### config.mk
export PLATFORM = sky130hd
export DESIGN_NAME = jtag_tx_arbiter
export DESIGN_NICKNAME = d
export VERILOG_FILES = /design/src/rtl/jtag_link_pkg.sv /design/src/rtl/jtag_tx_arbiter_rr_pick.sv /design/src/rtl/jtag_tx_arbiter.sv
export SDC_FILE = /design/constraint.sdc
export NUM_CORES = 1
export LEC_CHECK = 0
export ABC_AREA = 1
export BUFFER_PORTS_ARGS = -buffer_cell sky130_fd_sc_hd__buf_4
export CAP_MARGIN = 20
export CORE_ASPECT_RATIO = 0.6
export CORE_UTILIZATION = 58
export CTS_BUF_LIST = sky130_fd_sc_hd__clkbuf_4
export CTS_CLUSTER_SIZE = 10
export DETAILED_ROUTE_END_ITERATION = 10
export GPL_TIMING_DRIVEN = 0
export PLACE_DENSITY = 0.91
export SLEW_MARGIN = 20
export SYNTH_ARGS = -nofsm -noshare
export SYNTH_HDL_FRONTEND = slang
export SYNTH_SLANG_ARGS = --single-unit
### constraint.sdc
create_clock -name iCLK -period 2.4 [get_ports iCLK]
set_clock_uncertainty 0.1 [all_clocks]
set_input_delay 0 -clock iCLK [delete_from_list [all_inputs] [get_ports iCLK]]
set_output_delay 0 -clock iCLK [all_outputs]
set_load 0.01 [all_outputs]
### src/rtl/jtag_link_pkg.sv
// Shared types and widths for the USB-JTAG transmit path.
package jtag_link_pkg;
    localparam int BYTE_W   = 8;
    localparam int MAX_NREQ = 8;
    localparam int GRANT_W  = $clog2(MAX_NREQ);

    typedef enum logic [1:0] {
        S_IDLE = 2'd0,
        S_SEND = 2'd1,
        S_GAP  = 2'd2
    } arbState_t;
endpackage

### src/rtl/jtag_tx_arbiter_rr_pick.sv
// Combinational round-robin picker: first asserted request at or after ptr, wrapping.
module rr_pick
    import jtag_link_pkg::*;
#(
    parameter int NREQ = 4
) (
    input  logic [NREQ-1:0]    req,
    input  logic [GRANT_W-1:0] ptr,
    output logic               valid,
    output logic [GRANT_W-1:0] idx
);
    logic [NREQ-1:0] rotated;

    always_comb begin
        valid   = 1'b0;
        idx     = '0;
        rotated = '0;
        // Scan farthest-first so the nearest requester at or after ptr is the last to win.
        for (int i = NREQ - 1; i >= 0; i--) begin
            rotated = req >> ((int'(ptr) + i) % NREQ);
            if (rotated[0]) begin
                valid = 1'b1;
                idx   = GRANT_W'((int'(ptr) + i) % NREQ);
            end
        end
    end
endmodule

### src/rtl/jtag_tx_arbiter.sv
// Round-robin arbiter sharing the byte-wide USB-JTAG transmit channel between NREQ requesters.
//   state  | meaning
//   S_IDLE | waiting for an unheld request; picks the next grantee
//   S_SEND | byte presented with oTxD_Start high until Done or timeout
//   S_GAP  | Start low for GAP cycles so the link bit counter can reset
module jtag_tx_arbiter
    import jtag_link_pkg::*;
#(
    parameter int NREQ    = 4,
    parameter int TIMEOUT = 4096,
    parameter int GAP     = 2
) (
    input  logic                   iCLK,
    input  logic                   iRST,
    input  logic [NREQ-1:0]        iREQ,
    input  logic [BYTE_W*NREQ-1:0] iDATA,
    input  logic                   iHold,
    output logic [NREQ-1:0]        oACK,
    output logic [NREQ-1:0]        oERR,
    output logic [BYTE_W-1:0]      oTxD_DATA,
    output logic                   oTxD_Start,
    input  logic                   iTxD_Done,
    output logic                   oBusy,
    output logic [GRANT_W-1:0]     oGrant
);
    localparam int TMR_W = $clog2(TIMEOUT + 1);
    localparam int GAP_W = $clog2(GAP + 1);
    localparam logic [TMR_W-1:0] TMR_LAST = TMR_W'(TIMEOUT - 1);
    localparam logic [TMR_W-1:0] TMR_MAX  = TMR_W'(TIMEOUT);
    localparam logic [GAP_W-1:0] GAP_LOAD = GAP_W'(GAP - 1);

    arbState_t          state, nextState;
    logic [GRANT_W-1:0] ptr, pickIdx, nextPtr;
    logic               pickValid, grantEv, doneEv, timeoutEv;
    logic [TMR_W-1:0]   timer;
    logic [GAP_W-1:0]   gapCnt;
    logic [BYTE_W-1:0]  pickByte;
    logic [NREQ-1:0]    grantMask;

    rr_pick #(.NREQ(NREQ)) uPick (
        .req   (iREQ),
        .ptr   (ptr),
        .valid (pickValid),
        .idx   (pickIdx)
    );

    assign pickByte  = BYTE_W'(iDATA >> (BYTE_W * int'(pickIdx)));
    assign grantMask = NREQ'(1) << oGrant;
    assign nextPtr   = (oGrant == GRANT_W'(NREQ - 1)) ? '0 : oGrant + GRANT_W'(1);

    always_ff @(posedge iCLK) begin
        if (iRST) state <= S_IDLE;
        else      state <= nextState;
    end

    // Done is checked before the timer so a coincident Done wins over the abort.
    always_comb begin
        nextState = state;
        grantEv   = 1'b0;
        doneEv    = 1'b0;
        timeoutEv = 1'b0;
        case (state)
            S_IDLE: if (!iHold && pickValid) begin
                grantEv   = 1'b1;
                nextState = S_SEND;
            end
            S_SEND: if (iTxD_Done) begin
                doneEv    = 1'b1;
                nextState = S_GAP;
            end else if (timer == TMR_LAST) begin
                timeoutEv = 1'b1;
                nextState = S_GAP;
            end
            S_GAP:   if (gapCnt == '0) nextState = S_IDLE;
            default: nextState = S_IDLE;
        endcase
    end

    always_comb begin
        oTxD_Start = (state == S_SEND);
        oBusy      = (state != S_IDLE);
    end

    always_ff @(posedge iCLK) begin
        if (iRST) begin
            ptr       <= '0;
            oGrant    <= '0;
            oTxD_DATA <= '0;
            timer     <= '0;
            gapCnt    <= '0;
            oACK      <= '0;
            oERR      <= '0;
        end else begin
            oACK <= doneEv    ? grantMask : '0;
            oERR <= timeoutEv ? grantMask : '0;
            if (grantEv) begin
                oGrant    <= pickIdx;
                oTxD_DATA <= pickByte;
                timer     <= '0;
            end else if (state == S_SEND && timer != TMR_MAX) begin
                timer <= timer + TMR_W'(1);
            end
            if (doneEv || timeoutEv) begin
                ptr    <= nextPtr;
                gapCnt <= GAP_LOAD;
            end else if (state == S_GAP && gapCnt != '0) begin
                gapCnt <= gapCnt - GAP_W'(1);
            end
        end
    end
endmodule

==> results of run 1 <==
[metrics by stage]
stage,utilization,cells,worst slack [ns],instance area [um^2]
global placement,0.787,415,0.504,2690
floorplan,-,311,0.763,2190
CTS,0.905,458,0.0169,3100
detailed placement,0.787,415,0.439,2690
[routing by layer]
| layer | overflow | track usage |
|---|---|---|
| met5 | 0 | 0 |
| met4 | 66 | 0.994 |
| met3 | 1 | 0.526 |
| met2 | 82 | 1.04 |
| met1 | 0 | 0.772 |
[what timing repair did]
| action | CTS |
|---|---|
| hold endpoints to repair | 23 |
| hold buffers | 35 |
| gates resized for setup | 0 |
| endpoints found under the setup margin | 0 |
[kinds of logic after synthesis]
kind of cell,after synthesis,synth area share
AOI/OAI and AO/OA,27,0.0827
xor gates and xnor gates,9,0.0359
adders and majority gates,7,0.0399
buffers and inverters,45,0.0958
DFF,37,0.338
other,1,0.00171
and+or+nand+nor,185,0.406
==> results by group, run 1 <==
Run status
  • Status: did not finish
  • Stop stage: global routing
  • First Error: [ERROR GRT-0232] Routing congestion too high. Check the congestion heatmap in the GUI.

Clock tree
  • CTS max path bufs: 2
  • Setup Buffers After CTS: 0
  • Sink Count: 37
  • H-tree depth: 2
  • Clock Tree Root: clkbuf_4
  • CTS Buf Count: 5

Placed design
  • IO Port Bufs: approximately 60
  • Placer congestion estimate: 0.889
  • HPWL after DPL: between 4000 and 5000 um

Global routing
  • Largest net degree at the start of global routing: 13
  • Tot GR Track Use: 0.804
  • Aggregate global routing overflow: 149

Floorplan
  • Chip height: 49.6 um
  • Starting density of the core: 0.641
  • Die width: between 80 and 90 um
  • Site Rows: 16
  • IO Count: just over 60

Logic synthesis
  • Mapped cell area: ~2200 um^2
  • Synth top area share: 0.338
  • Synth cell count leaders: nand2_1, nand3_1, dfxtp_1, inv_1, nor2_1
  • Yosys top cell by area: dfxtp_1
  • Number of distinct library cells after synthesis: 29
  • YS warnings: 0
  • Post-Syn Nets: 358
  • Syn avg cell area: 7.05 um^2
  • Synth async-reset ratio: 0
  • Largest cells by area after synthesis: dfxtp_1, nand2_1, nand3_1, inv_1, a21oi_2
  • Synth Register Bits: 37
  • Most common cell in the netlist: nand2_1
  • Cells after Synth: 311
  • Sequential-to-total area share from yosys stat: 0.338
  • EDFF count, synth: 0
  • Top_reg_cell synth: dfxtp_1

Timing
  • WEP type: sequential cell input
  • Worst_ep grt: state[0]$_SDFFE_PP0P_/D
==> inputs of run 2 (changes only) <==
--- a/config.mk
+++ b/config.mk
@@ -8,13 +8,10 @@
 export ABC_AREA = 1
 export BUFFER_PORTS_ARGS = -buffer_cell sky130_fd_sc_hd__buf_4
 export CAP_MARGIN = 20
-export CORE_ASPECT_RATIO = 0.6
-export CORE_UTILIZATION = 58
-export CTS_BUF_LIST = sky130_fd_sc_hd__clkbuf_4
-export CTS_CLUSTER_SIZE = 10
+export CORE_UTILIZATION = 40
 export DETAILED_ROUTE_END_ITERATION = 10
 export GPL_TIMING_DRIVEN = 0
-export PLACE_DENSITY = 0.91
+export PLACE_DENSITY_LB_ADDON = 0.15
 export SLEW_MARGIN = 20
 export SYNTH_ARGS = -nofsm -noshare
 export SYNTH_HDL_FRONTEND = slang
==> run 2 against run 1 <==
Net effect: the flow now finishes, with violations (negative hold slack); synthesized cell count did not move; area after synthesis unchanged.
==> results by group, run 2 <==
Run status
  • Status: finished, violations left (was did not finish)
  • Failing checks: negative hold slack

Floorplan
  • Site Rows: 26 (was 16)
  • Core Region: ~5200 um^2
  • Die width: 76.1 um (was 81.4 um)
  • Die area: 5780 um^2
  • Chip height: 76.1 um (was 49.6 um)
  • Starting density of the core: 0.421 (was 0.641)
  • IO Count: 61 (unchanged)

Placed design
  • Placer congestion estimate: 0.878 (was 0.889)
  • DP Worst Slack: 0.490 ns (was 0.439 ns)
  • HPWL after DPL: 3940 um (was 4210 um)
  • IO Port Bufs: 59 (unchanged)
  • Post-DP Area: 2720 um^2 (was 2690 um^2)

Detailed routing
  • Routed Wire Length: 5940 um
  • Post-DRT Antenna Nets: 0
  • DRC viols: 0
  • Wire per inst: 12.2 um
  • Iter 0 DRT Violations: slightly above 80
  • Pre-antenna DRT Iters: 4
  • Vias: 2311
  • Via density: 4.75

Timing
  • Min setup slack post-route: 0.0723 ns
  • Setup_tns: 0 ns
  • Fin crit share: 0.970
  • Final hold vios: 1
  • Hold slack: -0.0238 ns
  • Final setup vio count: 0
  • Slew Viols, Final: 0
  • Min Clock Period, post-route: 2.33 ns
  • Fmax: 430 MHz

Logic synthesis
  • Yosys top cell by area: dfxtp_1 (unchanged)
  • Cells after Synth: 311 (unchanged)
  • Sequential-to-total area share from yosys stat: 0.338 (unchanged)
  • Compound-cell area share of the yosys netlist: 0.0827 (unchanged)
  • Mux cell area share after synthesis: 0 (unchanged)
  • Post-synthesis simple-gate area fraction: 0.406 (unchanged)
  • Mapped cell area: 2190 um^2 (unchanged)
  • YS warnings: 0 (unchanged)
  • Number of distinct library cells after synthesis: 29 (unchanged)
  • Synth Register Bits: 37 (unchanged)
  • XOR/XNOR Fraction of Synth Area: 0.0359 (unchanged)
  • Synth async-reset ratio: 0 (unchanged)
  • Most common cell in the netlist: nand2_1 (unchanged)
  • Largest family of logic cells by synthesized area: simple AND/OR/NAND/NOR gates (unchanged)
  • Syn avg cell area: 7.05 um^2 (unchanged)
  • Largest cells by area after synthesis: dfxtp_1, nand2_1, nand3_1, inv_1, a21oi_2 (unchanged)
  • Post-Synth Adder-Cell Area: 0.0399 (unchanged)
  • EDFF count, synth: 0 (unchanged)
  • Post-Syn Nets: 358 (unchanged)
  • Synth top area share: 0.338 (unchanged)
  • Top_reg_cell synth: dfxtp_1 (unchanged)
  • Synth cell count leaders: nand2_1, nand3_1, dfxtp_1, inv_1, nor2_1 (unchanged)

Critical path
  • Critical path class: register to register
  • Reg2reg end: oTxD_DATA[4]
  • Arr. time, crit path: 2.42 ns
  • Setup crit end kind: register
  • Depth of the most critical reg-to-reg path: 13
  • CP max FO: 5
  • Reg-to-Reg Start: ptr[0]
  • Worst setup path start: ptr[0]
  • Setup crit start kind: register
  • Reg-to-reg slack, setup: 0.07 ns
  • Critical Path RT: 2.49 ns

Power and ir drop
  • Lkg Pwr: 1.44 nW
  • Sequential share of power: 0.378
  • Switching share of power: 0.292
  • Peak supply drop: 429 uV
  • Pwr/cell area: between 500 and 600 nW/um^2
  • Switching power: 0.515 mW
  • Clock power frac: 0.317
  • Comb pwr share: 0.305
  • Int Pwr: 1.25 mW

Layout
  • Most common cell after layout, fill and taps aside: nand2_1
  • Antenna Diode Count: 0
  • Layout cells sized above 1: 0.297
  • Layout area overhead: 48.9%
  • Top Registers: timer (13), oTxD_DATA (8)
  • Design area: roughly 3300 um^2
  • Number of flip-flops in the largest register: 13
  • Leading cell types in the layout, fill and taps excluded: nand2_1, buf_4, nand3_1
  • Fin nets: around 460
  • Most flops, register: timer

Hold path
  • Hold path cells: 5
  • Worst Hold Path EP: oTxD_DATA[0]
  • Hold crit path type: primary input to register
  • Hold_sp: iDATA[0]

Global routing
  • First-pass GRT wire length: 9430 um
  • Largest net degree at the start of global routing: 12
  • Antenna violations before repair: 0
  • Aggregate global routing overflow: 0
  • Vias in the first global route: 2123
  • Tot GR Track Use: 0.201

Clock tree
  • CTS max path bufs: 2 (unchanged)
  • CTS Buf Count: 5 (unchanged)
  • Clock slew at reported path FFs: 0.08 ns
  • Worst-skew pair later-pin latency: 0.29 ns
  • Sink Count: 37 (unchanged)
  • Clock Tree Root: clkbuf_8 (was clkbuf_4)
  • H-tree depth: 2 (unchanged)
  • CTS tree: built

Run
  • Max cap viols: 0
-- run 2: cell counts after synthesis --
Identical to the previous run, type by type.
-- run 2: what timing repair did --
action	in CTS	in global routing
endpoints found under the setup margin	0	8
gates resized for setup	0	15
setup buffers	0	6
endpoints found under the hold margin	11	0
hold buffers	34	0
-- run 2: how the worst max path moves through the flow --
stage	end	slack (ns)	cells past startpoint
floorplan	oTxD_DATA[6]	0.76	12
global placement	oTxD_DATA[7]	0.52	10
detailed placement	ptr[1]	0.49	10
CTS	oTxD_DATA[3]	0.01	13
global route	oTxD_DATA[3]	-0.05	12
finish	oTxD_DATA[4]	0.07	13
-- run 2: power groups by stage --
stage | clock, mW | sequential (mW) | combinational (mW)
2_1_floorplan | 0 | 0.686 | 0.267
3_3_place_gp | 0 | 0.678 | 0.424
3_5_place_dp | 0 | 0.679 | 0.426
4_1_cts | 0.575 | 0.664 | 0.512
5_1_grt | 0.600 | 0.671 | 0.589
6_report | 0.560 | 0.667 | 0.538
-- run 2: area by class of cell --
| class | count | area [um^2] |
|---|---|---|
| sequential | 37 | 747 |
| inverter | 37 | 139 |
| tap | 70 | 87.6 |
| fill | 470 | 1940 |
| buffer | 8 | 71.3 |
| clock buffer | 7 | 86.3 |
| multi-input combinational | 229 | 1290 |
| clock inverter | 1 | 30.0 |
| timing repair buffer | 98 | 813 |
-- run 2: layer usage --
metal,vias up,part of all wire,global-route usage
li1,1216,-,-
met1,1020,0.48,0.252
met2,70,0.46,0.338
met3,5,0.050,0.0443
met4,0,0.010,0.0750
met5,-,0,0
-- run 2: metrics by stage --
step	utilization	std cells	power, mW
after floorplan	-	311	0.953
after global placement	0.523	440	1.10
after detailed placement	0.523	440	1.11
after CTS	0.611	482	1.75
after global routing	0.628	487	1.86
final	0.628	487	1.77
-- run 2: cells by family (layout without fill, tap and decap cells) --
logic type,count (synthesis),count (layout)
compound gates,27,27
simple gates,185,185
buf+inv,45,151
fa+ha+maj,7,7
flops,37,37
other cells,1,1
xor+xnor,9,9
-- run 2: worst max-delay path, cell delays in order, from the launching register on --
cell and delay (ns):
dfxtp_2 0.34, buf_2 0.16, o21ai_2 0.16, nand2_2 0.11
nand2_2 0.09, inv_1 0.04, nand2_1 0.05, nand2_1 0.08
nor2_4 0.19, buf_4 0.16, nand3_1 0.07, dlygate4sd3_1 0.56
nand3_1 0.08, nand2_1 0.05
Power figures use the tool's default switching activity.
==> inputs of run 3 (changes only) <==
--- a/config.mk
+++ b/config.mk
@@ -11,7 +11,7 @@
 export CORE_UTILIZATION = 40
 export DETAILED_ROUTE_END_ITERATION = 10
 export GPL_TIMING_DRIVEN = 0
-export PLACE_DENSITY_LB_ADDON = 0.15
+export PLACE_DENSITY = 0.72
 export SLEW_MARGIN = 20
 export SYNTH_ARGS = -nofsm -noshare
 export SYNTH_HDL_FRONTEND = slang
==> run 3 against run 2 <==
Net effect: the run now ends clean; hold slack better by 0.037 ns; core utilization up 0.89 points; power down 4.7%; largest cell class unchanged; count of clock-buffer cells in the layout down 1; first-iteration DRC count up 32%; critical path depth unchanged; fmax down 1.6%; register-to-register slack worse by 0.04 ns.
==> results by group, run 3 (same netlist as run 2, synthesis figures left out) <==
Run status
  • Status: finished, final reports clean (was finished, violations left)

Clock tree
  • H-tree depth: 2 (unchanged)
  • Sink Count: 37 (unchanged)
  • Clock Tree Root: clkbuf_8 (unchanged)
  • CTS tree: built (unchanged)
  • Worst-skew pair later-pin latency: 0.29 ns (about the same)
  • CTS max path bufs: 2 (unchanged)
  • Clock slew at reported path FFs: 0.07 ns (was 0.08 ns)
  • CTS Buf Count: 5 (unchanged)

Global routing
  • Antenna violations before repair: 0 (unchanged)
  • Vias in the first global route: 2300 (was 2123)
  • First-pass GRT wire length: 10500 um (was 9430 um)
  • Aggregate global routing overflow: 0 (unchanged)
  • Tot GR Track Use: 0.225 (was 0.201)
  • Largest net degree at the start of global routing: 12 (unchanged)

Detailed routing
  • Routed Wire Length: 6850 um (was 5940 um)
  • Wire per inst: 13.9 um (was 12.2 um)
  • Via density: 5.02 (was 4.75)
  • Max Used Layer: met4 (unchanged)
  • Pre-antenna DRT Iters: 4 (unchanged)
  • Vias: 2471 (was 2311)
  • DRC viols: 0 (unchanged)
  • Iter 0 DRT Violations: 107 (was 81)
  • M1 WL: 2680 um (was 2840 um)
  • Met2 routed wirelength: 3350 um (was 2740 um)
  • Post-DRT Antenna Nets: 0 (unchanged)
  • Met3 routed WL: 577 um (was 300 um)

Power and ir drop
  • Pwr/cell area: 508 nW/um^2 (was 540 nW/um^2)
  • Peak supply drop: 332 uV (was 429 uV)
  • Tot Pwr: 1.68 mW (was 1.77 mW)
  • Lkg Pwr: 1.46 nW (was 1.44 nW)

Layout
  • Area occupied by multi-input gates: 1310 um^2 (was 1290 um^2)
  • Layout cells sized above 1: 0.313 (was 0.297)
  • Antenna Diode Count: 0 (unchanged)
  • Design area: 3310 um^2 (was 3270 um^2)
  • Fin util: 0.637 (was 0.628)
  • Leading cell types in the layout, fill and taps excluded: nand2_1, buf_4, nand3_1 (unchanged)
  • Most common cell after layout, fill and taps aside: nand2_1 (unchanged)
  • Fin nets: 468 (was 463)
  • Non-Filler Instances: 492 (was 487)
  • Top Registers: timer (13), oTxD_DATA (8) (unchanged)
  • Fillers: 442 (was 470)
  • Number of flip-flops in the largest register: 13 (unchanged)
  • Layout area overhead: 51.1% (was 48.9%)
  • Most flops, register: timer (unchanged)
  • Register area: 747 um^2 (unchanged)

Critical path
  • Most frequent CP cell: nand2_2 (was nand2_1)
  • Critical path class: register to register (unchanged)
  • Slowest CP cell: dlygate4sd3_1 (unchanged)
  • Depth of the most critical reg-to-reg path: 13 (unchanged)
  • CP max FO: 5 (unchanged)
  • Kind of cell adding the most delay to the critical path: buffers and inverters (unchanged)
  • Reg2reg end: oTxD_DATA[1] (was oTxD_DATA[4])
  • Arr. time, crit path: 2.46 ns (was 2.42 ns)
  • Crit path cell chain: buf_4 > o21ai_4 > nand2_2 > nand2_2 > inv_1 > nand2_1 > nand2_2 > nor2_4 > buf_4 > nand3_1 > dlygate4sd3_1 > nand3_1 > nand2_1 (was buf_2 > o21ai_2 > nand2_2 > nand2_2 > inv_1 > nand2_1 > nand2_1 > nor2_4 > buf_4 > nand3_1 > dlygate4sd3_1 > nand3_1 > nand2_1)
  • Setup crit end kind: register (unchanged)
  • Setup crit start kind: register (unchanged)
  • Reg-to-reg slack, setup: 0.03 ns (was 0.07 ns)
  • Buf+Inv Stages, Crit Path: 4 (unchanged)
  • Worst path max stage delay: 0.58 ns (was 0.56 ns)
  • Reg-to-Reg Start: ptr[0] (unchanged)
  • Critical Path RT: 2.49 ns (about the same)

Floorplan
  • Starting density of the core: 0.421 (unchanged)
  • IO Count: 61 (unchanged)
  • Chip height: 76.1 um (unchanged)
  • Die area: 5780 um^2 (unchanged)
  • Site Rows: 26 (unchanged)
  • Core Region: 5200 um^2 (unchanged)
  • Die width: 76.1 um (unchanged)

Hold path
  • Worst Hold Path EP: oTxD_DATA[0] (unchanged)
  • Hold crit path type: primary input to register (unchanged)
  • Hold path cells: 5 (unchanged)
  • Hold_sp: iDATA[16] (was iDATA[0])

Timing
  • Final hold vios: 0 (was 1)
  • Hold slack: 0.0129 ns (was -0.0238 ns)
  • Fin crit share: 0.986 (was 0.970)
  • Final setup vio count: 0 (unchanged)
  • Setup_tns: 0 ns (unchanged)
  • RSZ-0062 raised after global routing: true
  • Min setup slack post-route: 0.0337 ns (was 0.0723 ns)
  • Slew Viols, Final: 0 (unchanged)
  • Fmax: 423 MHz (was 430 MHz)
  • Min Clock Period, post-route: 2.37 ns (was 2.33 ns)

Placed design
  • HPWL after DPL: 4000 um (was 3940 um)
  • DP Worst Slack: 0.539 ns (was 0.490 ns)
  • Post-DP Area: 2720 um^2 (unchanged)
  • Dpl cells: 440 (unchanged)
  • Placer congestion estimate: 0.873 (was 0.878)
  • IO Port Bufs: 59 (unchanged)

Run
  • Max cap viols: 0 (unchanged)
-- run 3: power by group --
part / switching [mW] / internal, mW
registers: 0.0228 / 0.645
logic: 0.305 / 0.287
clock network: 0.221 / 0.201
-- run 3: worst max-delay path by stage --
| stage | cells past startpoint | slack, ns | end | startpoint |
|---|---|---|---|---|
| after CTS | 13 | 0.02 | oTxD_DATA[3] | ptr[0] |
| final | 13 | 0.03 | oTxD_DATA[1] | ptr[0] |
| after detailed placement | 12 | 0.54 | oTxD_DATA[7] | ptr[0] |
| after global routing | 13 | -0.05 | oTxD_DATA[1] | ptr[0] |
| after global placement | 8 | 0.55 | timer[8] | timer[0] |
| after floorplan | 12 | 0.76 | oTxD_DATA[6] | ptr[0] |
-- run 3: layer usage --
metal,GRT usage,up-vias
li1,-,1225
met1,0.246,1111
met2,0.408,111
met3,0.0623,24
met4,0.0923,0
met5,0,-
-- run 3: final cells by class --
cell class | instances | share of cell area
multi-input cells | 229 | 0.395
repair buffers | 103 | 0.263
flip-flops and latches | 37 | 0.225
inverters | 37 | 0.0427
well taps | 70 | 0.0264
plain buffers | 8 | 0.0227
clock buffers | 6 | 0.0219
clock inverters | 2 | 0.00302
-- run 3: timing repair --
item,4_1_cts,5_1_grt
setup endpoints to repair,0,8
hold endpoints to repair,15,0
setup buffers,0,10
gates resized for setup,0,25
hold buffers,34,0
-- run 3: worst register-to-register path, stage by stage (launching register included) --
cell and delay (ns):
dfxtp_2 0.34, buf_4 0.17, o21ai_4 0.15, nand2_2 0.11, nand2_2 0.08, inv_1 0.04, nand2_1 0.07, nand2_2 0.06
nor2_4 0.20, buf_4 0.15, nand3_1 0.08, dlygate4sd3_1 0.58, nand3_1 0.10, nand2_1 0.05
==> inputs of run 4 (changes only) <==
--- a/config.mk
+++ b/config.mk
@@ -8,6 +8,7 @@
 export ABC_AREA = 1
 export BUFFER_PORTS_ARGS = -buffer_cell sky130_fd_sc_hd__buf_4
 export CAP_MARGIN = 20
+export CORE_ASPECT_RATIO = 0.75
 export CORE_UTILIZATION = 40
 export DETAILED_ROUTE_END_ITERATION = 10
 export GPL_TIMING_DRIVEN = 0
==> run 4 against run 3 <==
Net effect: design area rose by 2.2%; sequential share of layout area fell by 0.33 points; register-to-register slack barely moved; largest cell class unchanged.
==> results by group, run 4 (same netlist as run 2, synthesis figures left out) <==
Power and ir drop
  • Sequential share of power: 0.350 (was 0.397)
  • Peak supply drop: 402 uV (was 332 uV)
  • Lkg Pwr: 1.47 nW (was 1.46 nW)
  • Pwr/cell area: 563 nW/um^2 (was 508 nW/um^2)
  • Int Pwr: 1.34 mW (was 1.13 mW)
  • Comb pwr share: 0.304 (was 0.352)
  • Switching power: 0.563 mW (was 0.548 mW)
  • Clock power frac: 0.346 (was 0.251)
  • Switching share of power: 0.296 (was 0.326)

Hold path
  • Hold crit path type: primary input to register (unchanged)

Clock tree
  • CTS max path bufs: 2 (unchanged)
  • Clock Tree Root: clkbuf_8 (unchanged)
  • CTS tree: built (unchanged)
  • Worst-skew pair later-pin latency: 0.29 ns (about the same)
  • H-tree depth: 2 (unchanged)
  • CTS Buf Count: 5 (unchanged)
  • Sink Count: 37 (unchanged)
  • Clock slew at reported path FFs: 0.08 ns (was 0.07 ns)

Floorplan
  • Chip height: 66.1 um (was 76.1 um)
  • IO Count: 61 (unchanged)
  • Die width: 87.5 um (was 76.1 um)
  • Core Region: 5090 um^2 (was 5200 um^2)
  • Starting density of the core: 0.431 (was 0.421)
  • Die area: 5790 um^2 (was 5780 um^2)
  • Site Rows: 22 (was 26)

Timing
  • Fmax: 423 MHz (about the same)
  • Min setup slack post-route: 0.0341 ns (was 0.0337 ns)
  • Min Clock Period, post-route: 2.37 ns (about the same)
  • Final setup vio count: 0 (unchanged)
  • Final hold vios: 0 (unchanged)
  • Slew headroom: 0.666
  • Worst slew pin tran: 0.501 ns
  • Setup_tns: 0 ns (unchanged)
  • Fin crit share: 0.986 (about the same)
  • Slew Viols, Final: 0 (unchanged)
  • RSZ-0062 raised after global routing: true (unchanged)

Placed design
  • IO Port Bufs: 59 (unchanged)
  • Dpl cells: 442 (was 440)
  • DP Worst Slack: 0.481 ns (was 0.539 ns)
  • HPWL after DPL: 4120 um (was 4000 um)
  • Placer congestion estimate: 0.868 (was 0.873)

Global routing
  • Tot GR Track Use: 0.239 (was 0.225)
  • Aggregate global routing overflow: 0 (unchanged)
  • Largest net degree at the start of global routing: 14 (was 12)
  • Vias in the first global route: 2358 (was 2300)
  • First-pass GRT wire length: 10700 um (was 10500 um)
  • Antenna violations before repair: 0 (unchanged)

Layout
  • Fin nets: 467 (was 468)
  • Most common cell after layout, fill and taps aside: nand2_1 (unchanged)
  • Register area: 752 um^2 (was 747 um^2)
  • Leading cell types in the layout, fill and taps excluded: nand2_1, buf_4, nand3_1 (unchanged)
  • Layout area overhead: 54.3% (was 51.1%)
  • Layout cells sized above 1: 0.302 (was 0.313)
  • Top Registers: timer (13), oTxD_DATA (8) (unchanged)
  • Most flops, register: timer (unchanged)
  • Antenna Diode Count: 0 (unchanged)
  • Area occupied by multi-input gates: 1310 um^2 (unchanged)
  • Number of flip-flops in the largest register: 13 (unchanged)
  • Non-Filler Instances: 493 (was 492)
  • Fillers: 432 (was 442)

Detailed routing
  • Pre-antenna DRT Iters: 5 (was 4)
  • Routed Wire Length: 7040 um (was 6850 um)
  • Vias: 2479 (was 2471)
  • Post-DRT Antenna Nets: 0 (unchanged)
  • DRC viols: 0 (unchanged)
  • Iter 0 DRT Violations: 265 (was 107)
  • Via density: 5.03 (was 5.02)
  • Wire per inst: 14.3 um (was 13.9 um)

Critical path
  • Critical Path RT: 2.49 ns (about the same)
  • Critical path class: register to register (unchanged)
  • Arr. time, crit path: 2.46 ns (about the same)
  • Setup crit start kind: register (unchanged)
  • CP max FO: 5 (unchanged)
  • Setup crit end kind: register (unchanged)

Run
  • Max cap viols: 0 (unchanged)

Run status
  • Status: finished, final reports clean (unchanged)
run 4: power groups by stage:
stage / clock network (mW) / registers (mW) / logic, mW
after floorplan: 0 / 0.686 / 0.267
after global placement: 0 / 0.678 / 0.426
after detailed placement: 0 / 0.678 / 0.429
after CTS: 0.671 / 0.664 / 0.503
after global routing: 0.699 / 0.670 / 0.624
final: 0.659 / 0.667 / 0.578
run 4: final timing paths:
check | from | end | slack [ns] | depth (start not counted)
worst min-delay path | iHold | timer[4] | 0.05 | 4
worst max-delay path | ptr[0] | oTxD_DATA[0] | 0.03 | 13
worst max register to register | ptr[0] | oTxD_DATA[0] | 0.03 | 13
worst min register to register | oTxD_DATA[6] | oTxD_DATA[6] | 0.36 | 2
run 4: stage by stage:
stage / area (um^2) / hold WS, ns / total power [mW] / util
after CTS: 3210 / 0.0397 / 1.84 / 0.631
after floorplan: 2190 / -0.0309 / 0.953 / -
after global routing: 3380 / 0.0809 / 1.99 / 0.665
after global placement: 2730 / 0.111 / 1.10 / 0.535
after detailed placement: 2730 / 0.109 / 1.11 / 0.535
final: 3380 / 0.0459 / 1.90 / 0.665
run 4: critical path, stage by stage (launching register included):
cell	delay (ns)
dfxtp_4	0.37
clkbuf_16	0.16
o21ai_4	0.14
nand2_2	0.11
nand2_2	0.10
inv_1	0.04
nand2_1	0.05
nand2_1	0.08
nor2_4	0.15
buf_4	0.15
nand3_1	0.09
dlygate4sd3_1	0.59
nand3_1	0.09
nand2_1	0.05
run 4: final cells by class:
type                    count  share of cell area
repair buffers            103               0.263
well taps                  72              0.0266
clock inverters             3              0.0203
flip-flops and latches     37               0.222
multi-input cells         229               0.387
clock buffers               5              0.0203
plain buffers               7              0.0189
inverters                  37              0.0418
run 4: per-layer routing:
layer  track usage  vias to the layer above  routed length, um  share of wire
li1              -                     1218                  -              -
met1         0.310                     1149               2980           0.42
met2         0.395                       92               3520           0.50
met3        0.0437                       20                388          0.055
met4        0.0902                        0                146          0.021
met5             0                        -                  0              0
run 4: what timing repair did:
action / 4_1_cts / 5_1_grt
resized for setup: 0 / 24
endpoints found under the hold margin: 14 / 0
endpoints found under the setup margin: 0 / 9
buffers inserted: 0 / 8
hold buffers: 35 / 0
